### config.mk
export PLATFORM = sky130hd
export DESIGN_NAME = decode_stage_flat
export DESIGN_NICKNAME = d
export VERILOG_FILES = /design/src/rtl/decode_stage_if.sv /design/src/rtl/decode_stage.sv /design/src/flat_wrapper.sv
export SDC_FILE = /design/constraint.sdc
export NUM_CORES = 1
export LEC_CHECK = 0
export ABC_CLOCK_PERIOD_IN_PS = 3500
export BUFFER_PORTS_ARGS = -buffer_cell sky130_fd_sc_hd__buf_2
export CAP_MARGIN = 20
export CELL_PAD_IN_SITES_DETAIL_PLACEMENT = 1
export CELL_PAD_IN_SITES_GLOBAL_PLACEMENT = 1
export CORE_MARGIN = 2
export CORE_UTILIZATION = 32
export CTS_BUF_LIST = sky130_fd_sc_hd__clkbuf_4
export DETAILED_ROUTE_END_ITERATION = 12
export HOLD_SLACK_MARGIN = 0.02
export PLACE_DENSITY_LB_ADDON = 0.08
export SLEW_MARGIN = 20
export SYNTH_ARGS = -nofsm -noshare
export SYNTH_HDL_FRONTEND = slang
export SYNTH_SLANG_ARGS = --single-unit
### constraint.sdc
create_clock -name clock -period 3.5 [get_ports clock]
set_clock_uncertainty 0.1 [all_clocks]
set_input_delay 0.35 -clock clock [delete_from_list [all_inputs] [get_ports clock]]
set_output_delay 0.35 -clock clock [all_outputs]
set_load 0.005 [all_outputs]
### src/rtl/decode_stage_if.sv
// Fetch-to-execute bundle around the decode stage: instruction in, decoded control word out.
// master is the surrounding pipeline (fetch/execute side), slave is the decode stage itself.
interface decode_stage_if #(
    parameter int ADDRESS_BITS = 16
);
    logic                    in_valid;
    logic                    in_ready;
    logic [ADDRESS_BITS-1:0] in_PC;
    logic [31:0]             in_instr;
    logic                    flush;

    logic                    out_valid;
    logic                    out_ready;
    logic [ADDRESS_BITS-1:0] out_PC;
    logic [4:0]              read_sel1;
    logic [4:0]              read_sel2;
    logic [4:0]              write_sel;
    logic                    wEn;
    logic                    mem_wEn;
    logic                    wb_sel;
    logic                    branch_op;
    logic [31:0]             imm32;
    logic [1:0]              op_A_sel;
    logic                    op_B_sel;
    logic [5:0]              ALU_Control;
    logic                    illegal;

    modport master (
        output in_valid, in_PC, in_instr, flush, out_ready,
        input  in_ready, out_valid, out_PC, read_sel1, read_sel2, write_sel,
               wEn, mem_wEn, wb_sel, branch_op, imm32, op_A_sel, op_B_sel,
               ALU_Control, illegal
    );

    modport slave (
        input  in_valid, in_PC, in_instr, flush, out_ready,
        output in_ready, out_valid, out_PC, read_sel1, read_sel2, write_sel,
               wEn, mem_wEn, wb_sel, branch_op, imm32, op_A_sel, op_B_sel,
               ALU_Control, illegal
    );
endinterface

### src/rtl/decode_stage.sv
// Registered RV32I decode stage: decodes on accept into an output register, stalls one cycle
// on load-use hazards, drops everything on flush and counts inserted bubbles.
module decode_stage #(
    parameter int ADDRESS_BITS       = 16,
    parameter int ENABLE_M           = 0,
    parameter int LOAD_USE_INTERLOCK = 1,
    parameter int CNT_BITS           = 16
) (
    input  logic                clock,
    input  logic                reset,
    decode_stage_if.slave       bus,
    output logic [CNT_BITS-1:0] bubble_count
);
    localparam logic [6:0] OP_R      = 7'b0110011;
    localparam logic [6:0] OP_IMM    = 7'b0010011;
    localparam logic [6:0] OP_LOAD   = 7'b0000011;
    localparam logic [6:0] OP_STORE  = 7'b0100011;
    localparam logic [6:0] OP_BRANCH = 7'b1100011;
    localparam logic [6:0] OP_JAL    = 7'b1101111;
    localparam logic [6:0] OP_JALR   = 7'b1100111;
    localparam logic [6:0] OP_AUIPC  = 7'b0010111;
    localparam logic [6:0] OP_LUI    = 7'b0110111;

    logic [31:0] instr;
    logic [6:0]  opcode;
    logic [2:0]  funct3;
    logic [6:0]  funct7;
    logic [4:0]  rs1;
    logic [4:0]  rs2;
    logic [4:0]  rd;
    logic [31:0] imm_i;
    logic [31:0] imm_s;
    logic [31:0] imm_b;
    logic [31:0] imm_u;
    logic [31:0] imm_j;

    assign instr  = bus.in_instr;
    assign opcode = instr[6:0];
    assign rd     = instr[11:7];
    assign funct3 = instr[14:12];
    assign rs1    = instr[19:15];
    assign rs2    = instr[24:20];
    assign funct7 = instr[31:25];

    assign imm_i = {{20{instr[31]}}, instr[31:20]};
    assign imm_s = {{20{instr[31]}}, instr[31:25], instr[11:7]};
    assign imm_b = {{19{instr[31]}}, instr[31], instr[7], instr[30:25], instr[11:8], 1'b0};
    assign imm_u = {instr[31:12], 12'd0};
    assign imm_j = {{11{instr[31]}}, instr[31], instr[19:12], instr[20], instr[30:21], 1'b0};

    logic [5:0]  alu_next;
    logic [1:0]  op_a_next;
    logic        op_b_next;
    logic        wen_next;
    logic        mem_wen_next;
    logic        wb_sel_next;
    logic        branch_next;
    logic [31:0] imm_next;
    logic        illegal_next;
    logic        is_load_next;
    logic        uses_rs1;
    logic        uses_rs2;

    always_comb begin
        alu_next     = 6'd0;
        op_a_next    = 2'b00;
        op_b_next    = 1'b0;
        wen_next     = 1'b0;
        mem_wen_next = 1'b0;
        wb_sel_next  = 1'b0;
        branch_next  = 1'b0;
        imm_next     = 32'd0;
        illegal_next = 1'b0;
        is_load_next = 1'b0;
        uses_rs1     = 1'b1;
        uses_rs2     = 1'b0;
        case (opcode)
            OP_R: begin
                uses_rs2 = 1'b1;
                if (funct7 == 7'b0000000 || funct7 == 7'b0100000) begin
                    alu_next  = {1'b0, instr[30], 1'b0, funct3};
                    op_b_next = 1'b1;
                    wen_next  = 1'b1;
                end else if ((ENABLE_M != 0) && funct7 == 7'b0000001) begin
                    alu_next  = {3'b001, funct3};
                    op_b_next = 1'b1;
                    wen_next  = 1'b1;
                end else begin
                    illegal_next = 1'b1;
                end
            end
            OP_IMM: begin
                // only the shift-right immediates carry an arithmetic/logical selector in bit 30
                alu_next = (funct3 == 3'b101) ? {1'b0, instr[30], 1'b0, 3'b101} : {3'b000, funct3};
                imm_next = imm_i;
                wen_next = 1'b1;
            end
            OP_LOAD: begin
                imm_next     = imm_i;
                wen_next     = 1'b1;
                wb_sel_next  = 1'b1;
                is_load_next = 1'b1;
            end
            OP_STORE: begin
                uses_rs2     = 1'b1;
                imm_next     = imm_s;
                mem_wen_next = 1'b1;
            end
            OP_BRANCH: begin
                uses_rs2    = 1'b1;
                alu_next    = {3'b010, funct3};
                imm_next    = imm_b;
                op_b_next   = 1'b1;
                branch_next = 1'b1;
            end
            OP_JAL: begin
                uses_rs1    = 1'b0;
                alu_next    = 6'b011111;
                op_a_next   = 2'b10;
                imm_next    = imm_j;
                wen_next    = 1'b1;
                branch_next = 1'b1;
            end
            OP_JALR: begin
                alu_next    = 6'b111111;
                op_a_next   = 2'b10;
                imm_next    = imm_i;
                wen_next    = 1'b1;
                branch_next = 1'b1;
            end
            OP_AUIPC: begin
                uses_rs1  = 1'b0;
                op_a_next = 2'b01;
                imm_next  = imm_u;
                wen_next  = 1'b1;
            end
            OP_LUI: begin
                uses_rs1  = 1'b0;
                op_a_next = 2'b11;
                imm_next  = imm_u;
                wen_next  = 1'b1;
            end
            default: illegal_next = 1'b1;
        endcase
        if (rd == 5'd0) begin
            wen_next = 1'b0;
        end
    end

    logic                    out_valid_reg;
    logic [ADDRESS_BITS-1:0] out_pc_reg;
    logic [4:0]              read_sel1_reg;
    logic [4:0]              read_sel2_reg;
    logic [4:0]              write_sel_reg;
    logic                    wen_reg;
    logic                    mem_wen_reg;
    logic                    wb_sel_reg;
    logic                    branch_reg;
    logic [31:0]             imm_reg;
    logic [1:0]              op_a_reg;
    logic                    op_b_reg;
    logic [5:0]              alu_reg;
    logic                    illegal_reg;
    logic                    held_load_reg;
    logic [CNT_BITS-1:0]     bubble_cnt_reg;

    logic hazard;
    logic accept;
    logic consume;

    // the held load's destination is compared against the incoming sources still sitting on the bus
    assign hazard = (LOAD_USE_INTERLOCK != 0) & out_valid_reg & held_load_reg &
                    (write_sel_reg != 5'd0) & bus.in_valid &
                    ((uses_rs1 & (rs1 == write_sel_reg)) | (uses_rs2 & (rs2 == write_sel_reg)));

    assign bus.in_ready = (~out_valid_reg | bus.out_ready) & ~hazard & ~bus.flush;
    assign accept       = bus.in_valid & bus.in_ready;
    assign consume      = out_valid_reg & bus.out_ready;

    always_ff @(posedge clock or negedge reset) begin
        if (!reset) begin
            out_valid_reg <= 1'b0;
            out_pc_reg    <= '0;
            read_sel1_reg <= 5'd0;
            read_sel2_reg <= 5'd0;
            write_sel_reg <= 5'd0;
            wen_reg       <= 1'b0;
            mem_wen_reg   <= 1'b0;
            wb_sel_reg    <= 1'b0;
            branch_reg    <= 1'b0;
            imm_reg       <= 32'd0;
            op_a_reg      <= 2'b00;
            op_b_reg      <= 1'b0;
            alu_reg       <= 6'd0;
            illegal_reg   <= 1'b0;
            held_load_reg <= 1'b0;
        end else if (bus.flush) begin
            out_valid_reg <= 1'b0;
            held_load_reg <= 1'b0;
        end else if (accept) begin
            out_valid_reg <= 1'b1;
            out_pc_reg    <= bus.in_PC;
            read_sel1_reg <= rs1;
            read_sel2_reg <= rs2;
            write_sel_reg <= rd;
            wen_reg       <= wen_next;
            mem_wen_reg   <= mem_wen_next;
            wb_sel_reg    <= wb_sel_next;
            branch_reg    <= branch_next;
            imm_reg       <= imm_next;
            op_a_reg      <= op_a_next;
            op_b_reg      <= op_b_next;
            alu_reg       <= alu_next;
            illegal_reg   <= illegal_next;
            held_load_reg <= is_load_next;
        end else if (consume) begin
            out_valid_reg <= 1'b0;
            held_load_reg <= 1'b0;
        end
    end

    // a hazard with a ready consumer is exactly the cycle the bubble is created
    always_ff @(posedge clock or negedge reset) begin
        if (!reset) begin
            bubble_cnt_reg <= '0;
        end else if (hazard && bus.out_ready && !bus.flush && !(&bubble_cnt_reg)) begin
            bubble_cnt_reg <= bubble_cnt_reg + CNT_BITS'(1);
        end
    end

    assign bus.out_valid   = out_valid_reg;
    assign bus.out_PC      = out_pc_reg;
    assign bus.read_sel1   = read_sel1_reg;
    assign bus.read_sel2   = read_sel2_reg;
    assign bus.write_sel   = write_sel_reg;
    assign bus.wEn         = wen_reg;
    assign bus.mem_wEn     = mem_wen_reg;
    assign bus.wb_sel      = wb_sel_reg;
    assign bus.branch_op   = branch_reg;
    assign bus.imm32       = imm_reg;
    assign bus.op_A_sel    = op_a_reg;
    assign bus.op_B_sel    = op_b_reg;
    assign bus.ALU_Control = alu_reg;
    assign bus.illegal     = illegal_reg;
    assign bubble_count    = bubble_cnt_reg;
endmodule

### src/flat_wrapper.sv
// flat-port wrapper written by rule: the top's interface ports become plain ports
module decode_stage_flat 
#(
    parameter int ADDRESS_BITS       = 16,
    parameter int ENABLE_M           = 0,
    parameter int LOAD_USE_INTERLOCK = 1,
    parameter int CNT_BITS           = 16
)
  (clock, reset, bubble_count, bus_in_valid, bus_in_PC, bus_in_instr, bus_flush, bus_out_ready, bus_in_ready, bus_out_valid, bus_out_PC, bus_read_sel1, bus_read_sel2, bus_write_sel, bus_wEn, bus_mem_wEn, bus_wb_sel, bus_branch_op, bus_imm32, bus_op_A_sel, bus_op_B_sel, bus_ALU_Control, bus_illegal);
  decode_stage_if #(.ADDRESS_BITS(ADDRESS_BITS)) bus_i ();
  input  logic clock;
  input  logic reset;
  output logic [CNT_BITS-1:0] bubble_count;
  input wire logic [$bits(bus_i.in_valid)-1:0] bus_in_valid;
  input wire logic [$bits(bus_i.in_PC)-1:0] bus_in_PC;
  input wire logic [$bits(bus_i.in_instr)-1:0] bus_in_instr;
  input wire logic [$bits(bus_i.flush)-1:0] bus_flush;
  input wire logic [$bits(bus_i.out_ready)-1:0] bus_out_ready;
  output wire logic [$bits(bus_i.in_ready)-1:0] bus_in_ready;
  output wire logic [$bits(bus_i.out_valid)-1:0] bus_out_valid;
  output wire logic [$bits(bus_i.out_PC)-1:0] bus_out_PC;
  output wire logic [$bits(bus_i.read_sel1)-1:0] bus_read_sel1;
  output wire logic [$bits(bus_i.read_sel2)-1:0] bus_read_sel2;
  output wire logic [$bits(bus_i.write_sel)-1:0] bus_write_sel;
  output wire logic [$bits(bus_i.wEn)-1:0] bus_wEn;
  output wire logic [$bits(bus_i.mem_wEn)-1:0] bus_mem_wEn;
  output wire logic [$bits(bus_i.wb_sel)-1:0] bus_wb_sel;
  output wire logic [$bits(bus_i.branch_op)-1:0] bus_branch_op;
  output wire logic [$bits(bus_i.imm32)-1:0] bus_imm32;
  output wire logic [$bits(bus_i.op_A_sel)-1:0] bus_op_A_sel;
  output wire logic [$bits(bus_i.op_B_sel)-1:0] bus_op_B_sel;
  output wire logic [$bits(bus_i.ALU_Control)-1:0] bus_ALU_Control;
  output wire logic [$bits(bus_i.illegal)-1:0] bus_illegal;
  assign bus_i.in_valid = bus_in_valid;
  assign bus_i.in_PC = bus_in_PC;
  assign bus_i.in_instr = bus_in_instr;
  assign bus_i.flush = bus_flush;
  assign bus_i.out_ready = bus_out_ready;
  assign bus_in_ready = bus_i.in_ready;
  assign bus_out_valid = bus_i.out_valid;
  assign bus_out_PC = bus_i.out_PC;
  assign bus_read_sel1 = bus_i.read_sel1;
  assign bus_read_sel2 = bus_i.read_sel2;
  assign bus_write_sel = bus_i.write_sel;
  assign bus_wEn = bus_i.wEn;
  assign bus_mem_wEn = bus_i.mem_wEn;
  assign bus_wb_sel = bus_i.wb_sel;
  assign bus_branch_op = bus_i.branch_op;
  assign bus_imm32 = bus_i.imm32;
  assign bus_op_A_sel = bus_i.op_A_sel;
  assign bus_op_B_sel = bus_i.op_B_sel;
  assign bus_ALU_Control = bus_i.ALU_Control;
  assign bus_illegal = bus_i.illegal;
  decode_stage #(.ADDRESS_BITS(ADDRESS_BITS), .ENABLE_M(ENABLE_M), .LOAD_USE_INTERLOCK(LOAD_USE_INTERLOCK), .CNT_BITS(CNT_BITS)) u_core (.clock(clock), .reset(reset), .bus(bus_i), .bubble_count(bubble_count));
endmodule
# Yosys cells after proc, flatten, opt, wreduce, memory -nomap -nowiden
# Cells that the tools add are included.
[word_totals]
ff_bits = 95
inputBits = 53
output_inout_bits = 95
elab_cells = 86
[classes]
n_addsub = 1
n_eq_ne = 13
muxes = 21
bitwise_logic = 15
reduce_logical = 20
[op_table]
columns = ["op", "count"]
rows = [
  ["32-bit case mux with 5 select lines", 1],
  ["6-bit case mux with 5 select lines", 1],
  ["7-bit by 6-bit equality test with 1-bit output, second input constant", 4],
  ["7-bit equality test, second input constant", 3],
  ["16-bit by 1-bit adder with 16-bit output, second input constant", 1],
  ["16-bit AND reduction", 1],
  ["7-bit by 5-bit equality test with 1-bit output, second input constant", 2],
  ["1-bit two-way mux", 13],
  ["3-bit OR reduction", 4],
  ["1-bit bitwise AND", 10],
  ["5-bit equality test", 2],
  ["5-bit two-way mux", 2],
  ["8-bit OR reduction", 1],
  ["7-bit by 2-bit equality test with 1-bit output, second input constant", 1],
  ["7-bit zero test", 1],
  ["1-bit case mux with 2 select lines", 3],
  ["2-bit case mux with 3 select lines", 1],
  ["6-bit OR reduction", 1],
  ["5-bit zero test", 1],
  ["5-bit nonzero test", 1],
  ["2-bit OR reduction", 2],
  ["3-bit equality test, second input constant", 1],
  ["1-bit logical AND", 3],
  ["1-bit NOT", 3],
  ["5 further kinds", 7],
]

# Logic depth before layout (Yosys ltp)
[logic_depth]
word_depth = 12
mapped_depth = 12
ltp_nobuf = 6

# Least setup slack after synthesis
# Ideal clock, no wire load.
[synth_timing]
path_type = "reg2reg"
start = "reg u_core.write_sel_reg[0], in the netlist u_core.bus.write_sel[0]"
end = "reg u_core.alu_reg[3], in the netlist u_core.bus.ALU_Control[3]"
setup_ns = 0.127
arrival_ns = 2.349
required_time_ns = 3.273
setup_slack_ns = 0.923
stages_incl_launch_ff = 9
n_path_buf = 2
synth_period_minus_slack_ns = 2.577
path_cell_list = "dfrtp_1 -> or4_1 -> o2111ai_1 -> or4_1 -> o41ai_4 -> or2_1 -> buf_4 -> buf_6 -> mux2_1"
[synth_via]
elab_chain_len = 9
word_cells_on_any_way = 14
cone_classes = "eq/ne (2); bitwise (10); reduce/logical (2)"
[synth_lines]
columns = ["element", "line", "rtl"]
rows = [
  ["start, declared", "decode_stage.sv:154", "logic [4:0] write_sel_reg;"],
  ["start signal, assigned", "decode_stage.sv:205", "write_sel_reg <= rd;"],
  ["5-bit equality test / 5-bit nonzero test (equally long branches)", "decode_stage.sv:174, decode_stage.sv:173", ""],
  ["1-bit bitwise AND, on equally long branches", "decode_stage.sv:174, decode_stage.sv:172", ""],
  ["1-bit OR / 1-bit bitwise AND (equally long branches)", "decode_stage.sv:174, decode_stage.sv:173", ""],
  ["1-bit bitwise AND *", "decode_stage.sv:173", "(write_sel_reg != 5'd0) & bus.in_valid &"],
  ["1-bit NOT *", "decode_stage.sv:176", "assign bus.in_ready = (~out_valid_reg | bus.out_ready) & ~hazard & ~bus.flush;"],
  ["1-bit bitwise AND * (2 in a row)", "decode_stage.sv:176", ""],
  ["1-bit bitwise AND *", "decode_stage.sv:177", "assign accept = bus.in_valid & bus.in_ready;"],
  ["2-bit AND reduction (no line) *", "--", ""],
  ["end signal, assigned", "decode_stage.sv:213", "alu_reg <= alu_next;"],
  ["end, declared", "decode_stage.sv:162", "logic [5:0] alu_reg;"],
]
# Every way passes the cells marked *; elsewhere a longest branch is shown, timed or not.
# A chain may end at the register's enable or synchronous reset.

# Worst setup path in the final report
[layout_timing]
start = "in bus_in_instr[3]"
end = "out bus_in_ready"
[layout_via]
elab_chain_len = 9
word_cells_on_any_way = 17
cone_classes = "eq/ne (6); mux (2); bitwise (7); reduce/logical (2)"
[layout_lines]
columns = ["element", "line", "rtl"]
rows = [
  ["start, declared", "flat_wrapper.sv:16", "input wire logic [$bits(bus_i.in_instr)-1:0] bus_in_instr;"],
  ["7-bit equality test (tied with other cells)", "decode_stage.sv:77", "case (opcode)"],
  ["3-bit OR reduction (no line)", "--", ""],
  ["1-bit two-way mux", "decode_stage.sv:77", ""],
  ["1-bit bitwise AND", "decode_stage.sv:174", "((uses_rs1 & (rs1 == write_sel_reg)) | (uses_rs2 & (rs2 == write_sel_reg)));"],
  ["1-bit OR *", "decode_stage.sv:174", ""],
  ["1-bit bitwise AND *", "decode_stage.sv:173", ""],
  ["1-bit NOT *", "decode_stage.sv:176", ""],
  ["1-bit bitwise AND * (2 in a row)", "decode_stage.sv:176", ""],
  ["end, declared", "flat_wrapper.sv:19", "output wire logic [$bits(bus_i.in_ready)-1:0] bus_in_ready;"],
]
# Marked as above.

==> key figures <==
Status
  – Status: completed

Floorplan
  – Die height: ~120 um
  – # rows: 43
  – I/O pin cnt: ~150
  – Core Region: 13800 um2
  – Initial Utilization: 32.5%
  – Die area: between 10000 and 15000 um2
  – Horiz. Die Dim: 122 um

Setup path
  – Crit. End Element: primary output
  – Worst-path fanout max: 32
  – CP Class: in2out
  – Cell family with most CP delay: simple AND/OR/NAND/NOR gates
  – CP Launch Type: input pin
  – Worst path cell trace: dlygate4sd3_1 -> buf_2 -> nor2_1 -> nand4_1 -> or4_1 -> o41ai_4 -> buf_6 -> nor3b_1 -> buf_2
  – Slowest stage cell, crit path: or4_1
  – Worst path max stage delay: between 600 and 700 ps
  – Most common cell on crit path: buf_2
  – Required @ worst endpoint: ~3000 ps
  – Reg-to-reg setup timing slack: 710 ps
  – Buffers & Inverters on Critical Path: 4
  – Critical path data arrival time: ~2800 ps

Drt
  – Routed length per instance: about 17 um
  – Drt first pass iters: 4
  – 1st-iter DRT viols: approximately 150
  – Antenna Violating Nets Remaining: 0
  – DR vias: 3700
  – Mean number of vias per cell: roughly 4.9
  – Final wirelength: ~13 mm
  – Post-route DRC: 0

Final layout
  – Most frequent cells in the layout: buf_2, dfrtp_1, mux2_2
  – Max reg flops: 32
  – Ratio of cells with drive above 1 in the final layout: between 30% and 40%
  – Syn-to-layout area delta: 30.8%
  – Most common cell after layout, fill and taps aside: buf_2
  – # fillers: between 1500 and 2000
  – Util after Layout: between 40% and 50%
  – Finished Layout Cells: ~760
  – Final nets: approximately 630

Synth
  – Syn nets: around 450
  – Synth top area share: a little over half
  – Post-synthesis sequential element count: 95
  – Synth Area in Compound Gates: 10.5%
  – Post-Syn Instances: between 300 and 400
  – Post-synthesis average cell area: around 11 um2
  – Simple-gate share of the synthesized area: 10.9%
  – Top cell type by total area after synthesis: dfrtp_1
  – Most used DFF post-synth: dfrtp_1
  – Sequential share of the synthesized area: 53.1%
  – Mapped cell area: around 4500 um2
  – Ys Warns: 0
  – Post-synthesis mux area share: between 10% and 20%
  – Largest family of logic cells by synthesized area: multiplexers
  – Number of enable flip-flop cells after synthesis: 0
  – Post-synth ARST share: 100%
  – Top post-synthesis cells by area: dfrtp_1, mux2_2, xnor2_1
  – Synth Area in XOR/XNOR: 4.89%
  – Synth cell types: 46
  – Adder-Cell Fraction of Synth Area: less than 1%

Clock network
  – Inserted Clock Buffers: 9
  – CTS tree: yes
  – Clock root cell: clkbuf_4
  – Clock-pin slew on the worst setup and hold paths: around 140 ps
  – Clock Latency Late Sink: between 400 and 500 ps
  – Clock buffer depth: 2
  – Htree depth: 3
  – Clock tree sinks: 95

Placement
  – Input/output buffers: between 100 and 150
  – Global placer's final weighted congestion: slightly above 0.8
  – Placed Instances: 710
  – DP HPWL: 9.58 mm

Power
  – Pint: 1.61 mW
  – Switching pwr: about 600 uW
  – Comb pwr share: approximately 17%
  – Total power: ~2.2 mW
  – Peak supply drop: around 0.18 mV
  – Proportion of power drawn by the clock network: between 20% and 30%
  – Sw frac: about 27%
  – Sequential share of power: 55.8%
  – Leakage power: about 2.9 nW
  – Power per cell area: between 300 and 400 nW/um2

Flow run
  – Maximum capacitance violations: 0

Global routing
  – Number of global-route vias before repair: approximately 4000
  – Total GRT Usage: between 10% and 20%
  – Grt ovf: 0
  – Pin count of the biggest net entering global routing: 46
  – Initial antenna violation count: 1
  – Global-route wire length before repair: around 21 mm

Timing
  – Hold Worst Slack: between 60 and 70 ps
  – Setup TNS: 0 ps
  – Max_slew headroom: between 50% and 60%
  – Max Slew Vio Count: 0
  – Slew @ Worst Pin: roughly 690 ps
  – Min Tclk post-route: between 3000 and 4000 ps
  – Max Fclk: a little over 0.3 GHz
  – RSZ-0062 raised after global routing: no
  – Final count of negative-setup-slack endpoints: 0
  – Final hold vios: 0
  – Final period util: about 93%

Min path
  – Min-Delay Path Class: in2reg
[cells in the mapped netlist (3+ instances only)]
cell      count
a21oi_1      28
a22o_1        5
and3_1       13
buf_6         7
clkbuf_1     10
dfrtp_1      95
inv_1        21
mux2_1        4
mux2_2       40
mux2i_1      19
nand2_1      18
nand2b_1      4
nand3_1      16
nand4_1       6
nand4b_1      5
nor2_1        9
o21ai_0      21
o21ai_1      11
o31ai_1       3
or4_1         3
xnor2_1      25
[power groups by stage]
| stage | combinational, mW | clock, mW | sequential (mW) |
|---|---|---|---|
| finish | 0.383 | 0.596 | 1.23 |
| floorplan | 0.165 | 0 | 1.26 |
| detailed placement | 0.364 | 0 | 1.26 |
| global placement | 0.359 | 0 | 1.25 |
| CTS | 0.391 | 0.626 | 1.24 |
| global route | 0.426 | 0.673 | 1.25 |
[routing by layer]
metal  up-vias  GRT usage [%]  share of wire [%]
met5         -              0                  0
met4         0           8.33                2.1
met3        17           3.72                4.9
met2        97           28.2                 47
met1      1837           24.8                 45
li1       1749              -                  -
[path summary, 6_finish.rpt]
path	from	end	depth (start not counted)
worst max-delay path	bus_in_instr[3]	bus_in_ready	9
worst min-delay path	bus_in_instr[17]	u_core.bus.read_sel1[2]	2
worst max register to register	u_core.bus.write_sel[3]	u_core.bus.out_PC[13]	7
worst min register to register	u_core.bubble_count[14]	u_core.bubble_count[14]	1
max in group asynchronous	reset	u_core.bus.out_PC[13]	3
min in group asynchronous	reset	u_core.bubble_count[11]	2
[final cells by class]
class                           count  area, um2  area share (%)
Antenna cell                        2       5.00          0.0855
Clock inverter                      5       48.8           0.833
Timing Repair Buffer              189       1160            19.8
Multi-Input combinational cell    256       1880            32.1
Inverter                           21       78.8            1.35
Tap cell                          180        225            3.85
Sequential cell                    95       2380            40.6
Clock buffer                       11       82.6            1.41
[what timing repair did]
item	in CTS	in global routing
hold buffers	31	0
setup buffers	0	0
hold endpoints to repair	73	0
gates resized for setup	0	1
endpoints found under the setup margin	0	1
[logic make-up after synthesis]
logic type | after synthesis
flip-flops | 95
AO/OA/AOI/OAI | 79
buffers and inverters | 43
XOR/XNOR | 25
multiplexers | 63
AND/OR/NAND/NOR | 88
adder cells (fa/ha/maj) | 1
[per-stage QoR]
step           setup slack (ps)  cell area [um2]
2_1_floorplan               923             4480
3_3_place_gp                596             5410
3_5_place_dp                499             5410
4_1_cts                     128             5850
5_1_grt                    46.3             5860
6_report                    243             5860
Power figures use the tool's default switching activity.
